File: config.mk
export PLATFORM = sky130hd
export DESIGN_NAME = rptr_empty
export DESIGN_NICKNAME = d
export VERILOG_FILES = /design/src/rtl/fifo_pkg.sv /design/src/rtl/gray2bin_conv.sv /design/src/rtl/rptr_empty.sv
export SDC_FILE = /design/constraint.sdc
export NUM_CORES = 1
export LEC_CHECK = 0
export ABC_AREA = 1
export CORE_MARGIN = 10
export CORE_UTILIZATION = 29
export CTS_BUF_LIST = sky130_fd_sc_hd__clkbuf_16
export CTS_CLUSTER_DIAMETER = 200
export CTS_CLUSTER_SIZE = 20
export DETAILED_ROUTE_END_ITERATION = 7
export HOLD_SLACK_MARGIN = 0.08
export MAX_ROUTING_LAYER = met4
export SKIP_CTS_REPAIR_TIMING = 1
export SLEW_MARGIN = 20
export SYNTH_ARGS = -nofsm -noshare
export SYNTH_HDL_FRONTEND = slang
export SYNTH_SLANG_ARGS = --single-unit
File: constraint.sdc
create_clock -name rd_clk -period 3.9 [get_ports rd_clk]
set_input_delay 0.78 -clock rd_clk [delete_from_list [all_inputs] [get_ports rd_clk]]
set_output_delay 0.78 -clock rd_clk [all_outputs]
set_load 0.02 [all_outputs]
File: src/rtl/fifo_pkg.sv
// fifo_pkg: pointer-width helper and Gray/binary conversions shared by both FIFO pointer blocks
package fifo_pkg;
  function automatic int ptr_w(input int asize);
    return asize + 1;
  endfunction
  // Operands are zero-extended, so any width up to 32 converts correctly
  function automatic logic [31:0] bin2gray(input logic [31:0] b);
    return b ^ (b >> 1);
  endfunction
  function automatic logic [31:0] gray2bin(input logic [31:0] g);
    logic [31:0] b;
    b[31] = g[31];
    for (int i = 30; i >= 0; i--) b[i] = b[i+1] ^ g[i];
    return b;
  endfunction
endpackage

File: src/rtl/gray2bin_conv.sv
// gray2bin_conv: combinational N-bit Gray-to-binary via prefix XOR
module gray2bin_conv #(
  parameter int N = 5
) (
  input  logic [N-1:0] g,
  output logic [N-1:0] b
);
  for (genvar i = 0; i < N; i++) begin : g_bit
    assign b[i] = ^g[N-1:i];
  end
endmodule

File: src/rtl/rptr_empty.sv
// rptr_empty: read pointer, empty/almost-empty, level and sticky underflow for the async FIFO.
// Define RPTR_LEVEL_EN to build the level and almost-empty logic; otherwise almost-empty mirrors empty.
module rptr_empty
  import fifo_pkg::*;
#(
  parameter int ASIZE     = 4,
  parameter int DSIZE     = 8,
  parameter int AE_THRESH = 2
) (
  input  logic             rd_clk,
  input  logic             rd_rst,
  input  logic [ASIZE:0]   w2r_ptr,
  input  logic             rd_inc,
  output logic [ASIZE-1:0] rd_addr,
  output logic [ASIZE:0]   rd_ptr,
  output logic             rd_empty,
  output logic             rd_almost_empty,
  output logic [ASIZE:0]   rd_level,
  output logic             rd_underflow
);
  localparam int PW = ptr_w(ASIZE);
  if (DSIZE < 1 || AE_THRESH < 0 || AE_THRESH > (1 << ASIZE)) begin : g_bad_param
    $error("rptr_empty: illegal DSIZE or AE_THRESH");
  end
  logic [PW-1:0] rbin, rbnext, rgnext;
  logic          rd_acc;
  assign rd_acc  = rd_inc & ~rd_empty;
  assign rbnext  = rbin + PW'(rd_acc);
  assign rgnext  = PW'(bin2gray(32'(rbnext)));
  assign rd_addr = rbin[ASIZE-1:0];
  // Compare against the next pointer so a last-entry read lands empty in the same cycle
  always_ff @(posedge rd_clk or posedge rd_rst)
    if (rd_rst) begin
      rbin         <= '0;
      rd_ptr       <= '0;
      rd_empty     <= 1'b1;
      rd_underflow <= 1'b0;
    end else begin
      rbin         <= rbnext;
      rd_ptr       <= rgnext;
      rd_empty     <= (rgnext == w2r_ptr);
      rd_underflow <= rd_underflow | (rd_inc & rd_empty);
    end
`ifdef RPTR_LEVEL_EN
  logic [PW-1:0] wbin_s, diff;
  gray2bin_conv #(.N(PW)) u_conv (.g(w2r_ptr), .b(wbin_s));
  assign diff = wbin_s - rbnext;
  always_ff @(posedge rd_clk or posedge rd_rst)
    if (rd_rst) begin
      rd_level        <= '0;
      rd_almost_empty <= 1'b1;
    end else begin
      rd_level        <= diff;
      rd_almost_empty <= (32'(diff) <= AE_THRESH);
    end
`else
  assign rd_level        = '0;
  assign rd_almost_empty = rd_empty;
`endif
endmodule
Yosys cells after proc, flatten, opt, wreduce, memory -nomap -nowiden --
Cells that the tools add are included.
Storage, ports and cells: output and inout port bits 17, input port bits 8, word-level logic and storage cells 11, bits in registers 12
Cells by class: add/sub/neg operators 1, bitwise operators 5, equality and inequality tests 1
Operators with widths (number):
- adder 5 x 1 -> 5 bit | 1
- == test 5 bit | 1
- bitwise XOR 5 x 4 -> 5 bit | 1
- bitwise AND 1 bit | 2
- inverter 1 bit | 1
- bitwise OR 1 bit | 1

Logic depth before layout (Yosys ltp) --
depth in word-level cells 5, gate-level depth with buffers 14, mapped depth without buffers 14

Worst setup path after synthesis --
No wires, ideal clock.
kind input-to-reg, start point in rd_inc, end point reg rd_empty, in the netlist rd_almost_empty, required time 3836 ps, setup slack 1899 ps, buffers on the path 0, arrival 1936 ps, library setup time 64 ps, stages on the path 13, cells stage by stage inv_1 nor2_1 ha_1 ha_1 inv_1 nand2_1 nand2_1 nand2_1 nand2_1 nand3_1 nor2_1 nand2_1 nor2_2
On the way: word-level cells in the longest chain between the ends 4
Ends and longest elaborated chain:
- start: declaration | RTL line rptr_empty.sv:13 | input logic rd_inc,
- bitwise AND 1 bit | RTL line rptr_empty.sv:27 | assign rd_acc = rd_inc & ~rd_empty;
- adder 5 x 1 -> 5 bit | RTL line rptr_empty.sv:28 | assign rbnext = rbin + PW'(rd_acc);
- named net rbnext[1] | RTL line rptr_empty.sv:25 | logic [PW-1:0] rbin, rbnext, rgnext;
- bitwise XOR 5 x 4 -> 5 bit | RTL line fifo_pkg.sv:8 | return b ^ (b >> 1);
- named net rgnext[0] | RTL line rptr_empty.sv:25
- == test 5 bit | RTL line rptr_empty.sv:41 | rd_empty <= (rgnext == w2r_ptr);
- end signal: assignment | RTL line rptr_empty.sv:41
- end: declaration | RTL line rptr_empty.sv:16 | output logic rd_empty,
The timed path passes the listed nets, and every way through them passes these cells.

Worst setup path after layout --
Same ends and word-level chain as after synthesis.

==> results.md <==
* Status: finished clean
* Share of cells above drive strength 1 at 0.186
* Htree depth at 1
* Crit path buffers/inverters at 3
* Max-slew violations at 0
* Largest net degree at the start of global routing at 12
* Commonest non-fill, non-tap cell in the layout: nand2_1
* PwrDens at 941 mW/mm^2
* Worst EP arrival at 2.62 ns
* Worst path required time at 4.07 ns
* Initial Util at 0.300
* Multiplexer area fraction after synthesis at 0
* Final wirelength at 1.40 mm
* Clk_lat worst skew at 0.24 ns
* Pre-antenna DRT Iters at 2
* GRT Total Usage at 0.0687
* Tmin final at 2.45 ns
* Seq/Total Area, Yosys at 0.425
* Adder-cell share of the synthesized area at 0.0385
* Setup TNS Final at 0 ns
* DR WL/cell at 10.8 um
* MaxCap Viol Count at 0
* DR iter-0 viols at 6
* Critical Path Stages at 14
* # setup viols final at 0
* Gr ovfl total at 0
* # clock sinks at 11
* Vias at 539
* Die area at 0.00454 mm^2
* Die width at 67.4 um
* Root buf cell: clkbuf_16
* First-pass GRT wire length at 2.26 mm
* Mean Syn Cell Area at 7.93 um^2
* Initial antenna violation count at 0
* P_leak at 0.465 nW
* Main combinational cell family by area after synthesis: simple AND/OR/NAND/NOR gates
* Worst hold start: rd_underflow$_DFF_PP0_
* R2R Path Start: rd_almost_empty$_DFF_PP1_
* Unrepaired setup endpoints after global routing: false
* Clock slew at reported path FFs at 0.04 ns
* Post-Synth XOR/XNOR Area at 0
* CTS max path bufs at 2
* Worst hold path type: reg -> reg
* Crit Path Category: in -> reg
* Synth Register Bits at 11
* DIE HEIGHT at 67.4 um
* Final hold violation count at 0
* Compound-gate portion of the synthesized area at 0.0115
* R2R Path End: rd_almost_empty$_DFF_PP1_
* P&R area growth vs syn at 40.4%
* Max incr delay on CP at 0.48 ns
* Crit path max-delay family: simple AND/OR/NAND/NOR gates
* Antenna-violating nets left at 0
* Fmax at 0.409 GHz
* Crit end category: register
* Core ar. at 0.00217 mm^2
* # diodes at 0
* Reg2Reg Setup Slack at 1.97 ns
* Netlist cell types at 17
* Detailed Place HPWL at 1.19 mm
* Vias in the first global route at 542
* Final period utilization at 0.628
* CTS tree: built
* Clk_skew at 0.00179 ns
* Critical path, cell by cell: clkdlybuf4s50_1, inv_1, nor2_1, ha_1, ha_1, inv_1, nand2_1, nand2_1, nand2_1, nand2_1, nand3_1, nor2_1, nand2_1, nor2_2
* Peak supply drop at 0.000389 V
* CTS Buf Count at 3
* Placement Rows at 17
* Simple-gate area share of the yosys netlist at 0.358
* Hold EP: rd_underflow$_DFF_PP0_
* Hold slack at 0.461 ns
* DRC at 0
* Synthesis Warnings at 0
* Gpl congestion at 0.751
* Hold depth at 1
* Critical path peak fanout at 4
* Post-synthesis instance area at 651 um^2
* Slowest-stage cell, CP: clkdlybuf4s50_1
* Most frequent cells in the layout: nand2_1, clkdlybuf4s50_1, inv_1
* CP dominant cell by count: nand2_1
* Nets at 113
* IO buf count at 19
* I/O pin count at 25
* Critical Path Source Type: primary input
* Worst r2r path cells at 12
* Vias/cell at 4.15
* Mapped Cells at 82
## state kept, by name, summed over array words and instances, names as in the netlist
register         count
rbin                 5
rd_almost_empty      1
rd_underflow         1
rd_ptr               4
## Yosys cell counts
cell,count,area (um^2)
nor2_1,2,7.51
a21o_1,1,7.51
buf_4,6,45.0
inv_1,10,37.5
nand2_1,22,82.6
nand3_2,1,10.0
nor2_2,1,6.26
nand2_2,10,62.6
buf_6,1,11.3
nand3_1,6,30.0
nand3b_1,2,15.0
ha_1,2,25.0
dfstp_2,1,26.3
inv_2,3,11.3
dfrtp_1,10,250
conb_1,1,3.75
nand4_1,3,18.8
## cell families (layout without fill, tap and decap cells)
group / after synthesis / count (layout)
AOI/OAI and AO/OA: 1 / 1
adders and majority gates: 2 / 2
buffers and inverters: 20 / 36
DFF: 11 / 11
other: 1 / 5
and+or+nand+nor: 47 / 47
## worst register-to-register path: stages (launching register included)
cell and delay (ns):
dfstp_2 0.54, nor2_1 0.05, ha_1 0.22, ha_1 0.35
inv_1 0.09, nand2_1 0.07, nand2_1 0.09, nand2_1 0.05
nand2_1 0.05, nand3_1 0.09, nor2_1 0.10, nand2_1 0.08
nor2_2 0.08
## layer usage
layer / wire length (um) / vias to the layer above / global-route usage
met5: 0 / - / -
met4: 49 / 0 / 0.0615
met3: 96 / 4 / 0.0165
met2: 683 / 18 / 0.111
met1: 569 / 236 / 0.0672
li1: - / 281 / -
## power by group
part           internal [mW]  leakage, nW  switching [mW]
sequential             0.173        0.131          0.0431
clock                  0.134       0.0423          0.0481
combinational          0.193        0.292           0.269
## how the worst max path moves through the flow
stage	slack, ns	end	from
6_report	1.45	rd_almost_empty$_DFF_PP1_	rd_inc
5_1_grt	1.19	rd_almost_empty$_DFF_PP1_	rd_inc
4_1_cts	1.42	rd_almost_empty$_DFF_PP1_	rd_inc
3_5_place_dp	1.19	rd_almost_empty$_DFF_PP1_	rd_inc
3_3_place_gp	1.27	rd_almost_empty$_DFF_PP1_	rd_inc
2_1_floorplan	1.90	rd_almost_empty$_DFF_PP1_	rd_inc
## metrics by stage
stage,utilization,setup slack (ns),area (um^2),cells,power [mW]
final,0.421,1.45,913,130,0.859
after global routing,0.421,1.19,913,130,0.930
after CTS,0.421,1.42,913,130,0.871
after detailed placement,0.385,1.19,835,126,0.687
after global placement,0.385,1.27,835,126,0.673
after floorplan,-,1.90,666,86,0.529
## layout make-up
cell class | count | area [um^2]
clock buffers | 3 | 75.1
clock inverters | 1 | 3.75
fillers | 225 | 1260
inverters | 13 | 48.8
multi-input cells | 55 | 284
flip-flops and latches | 11 | 277
well taps | 28 | 35.0
repair buffers | 19 | 190
Power figures use the tool's default switching activity.
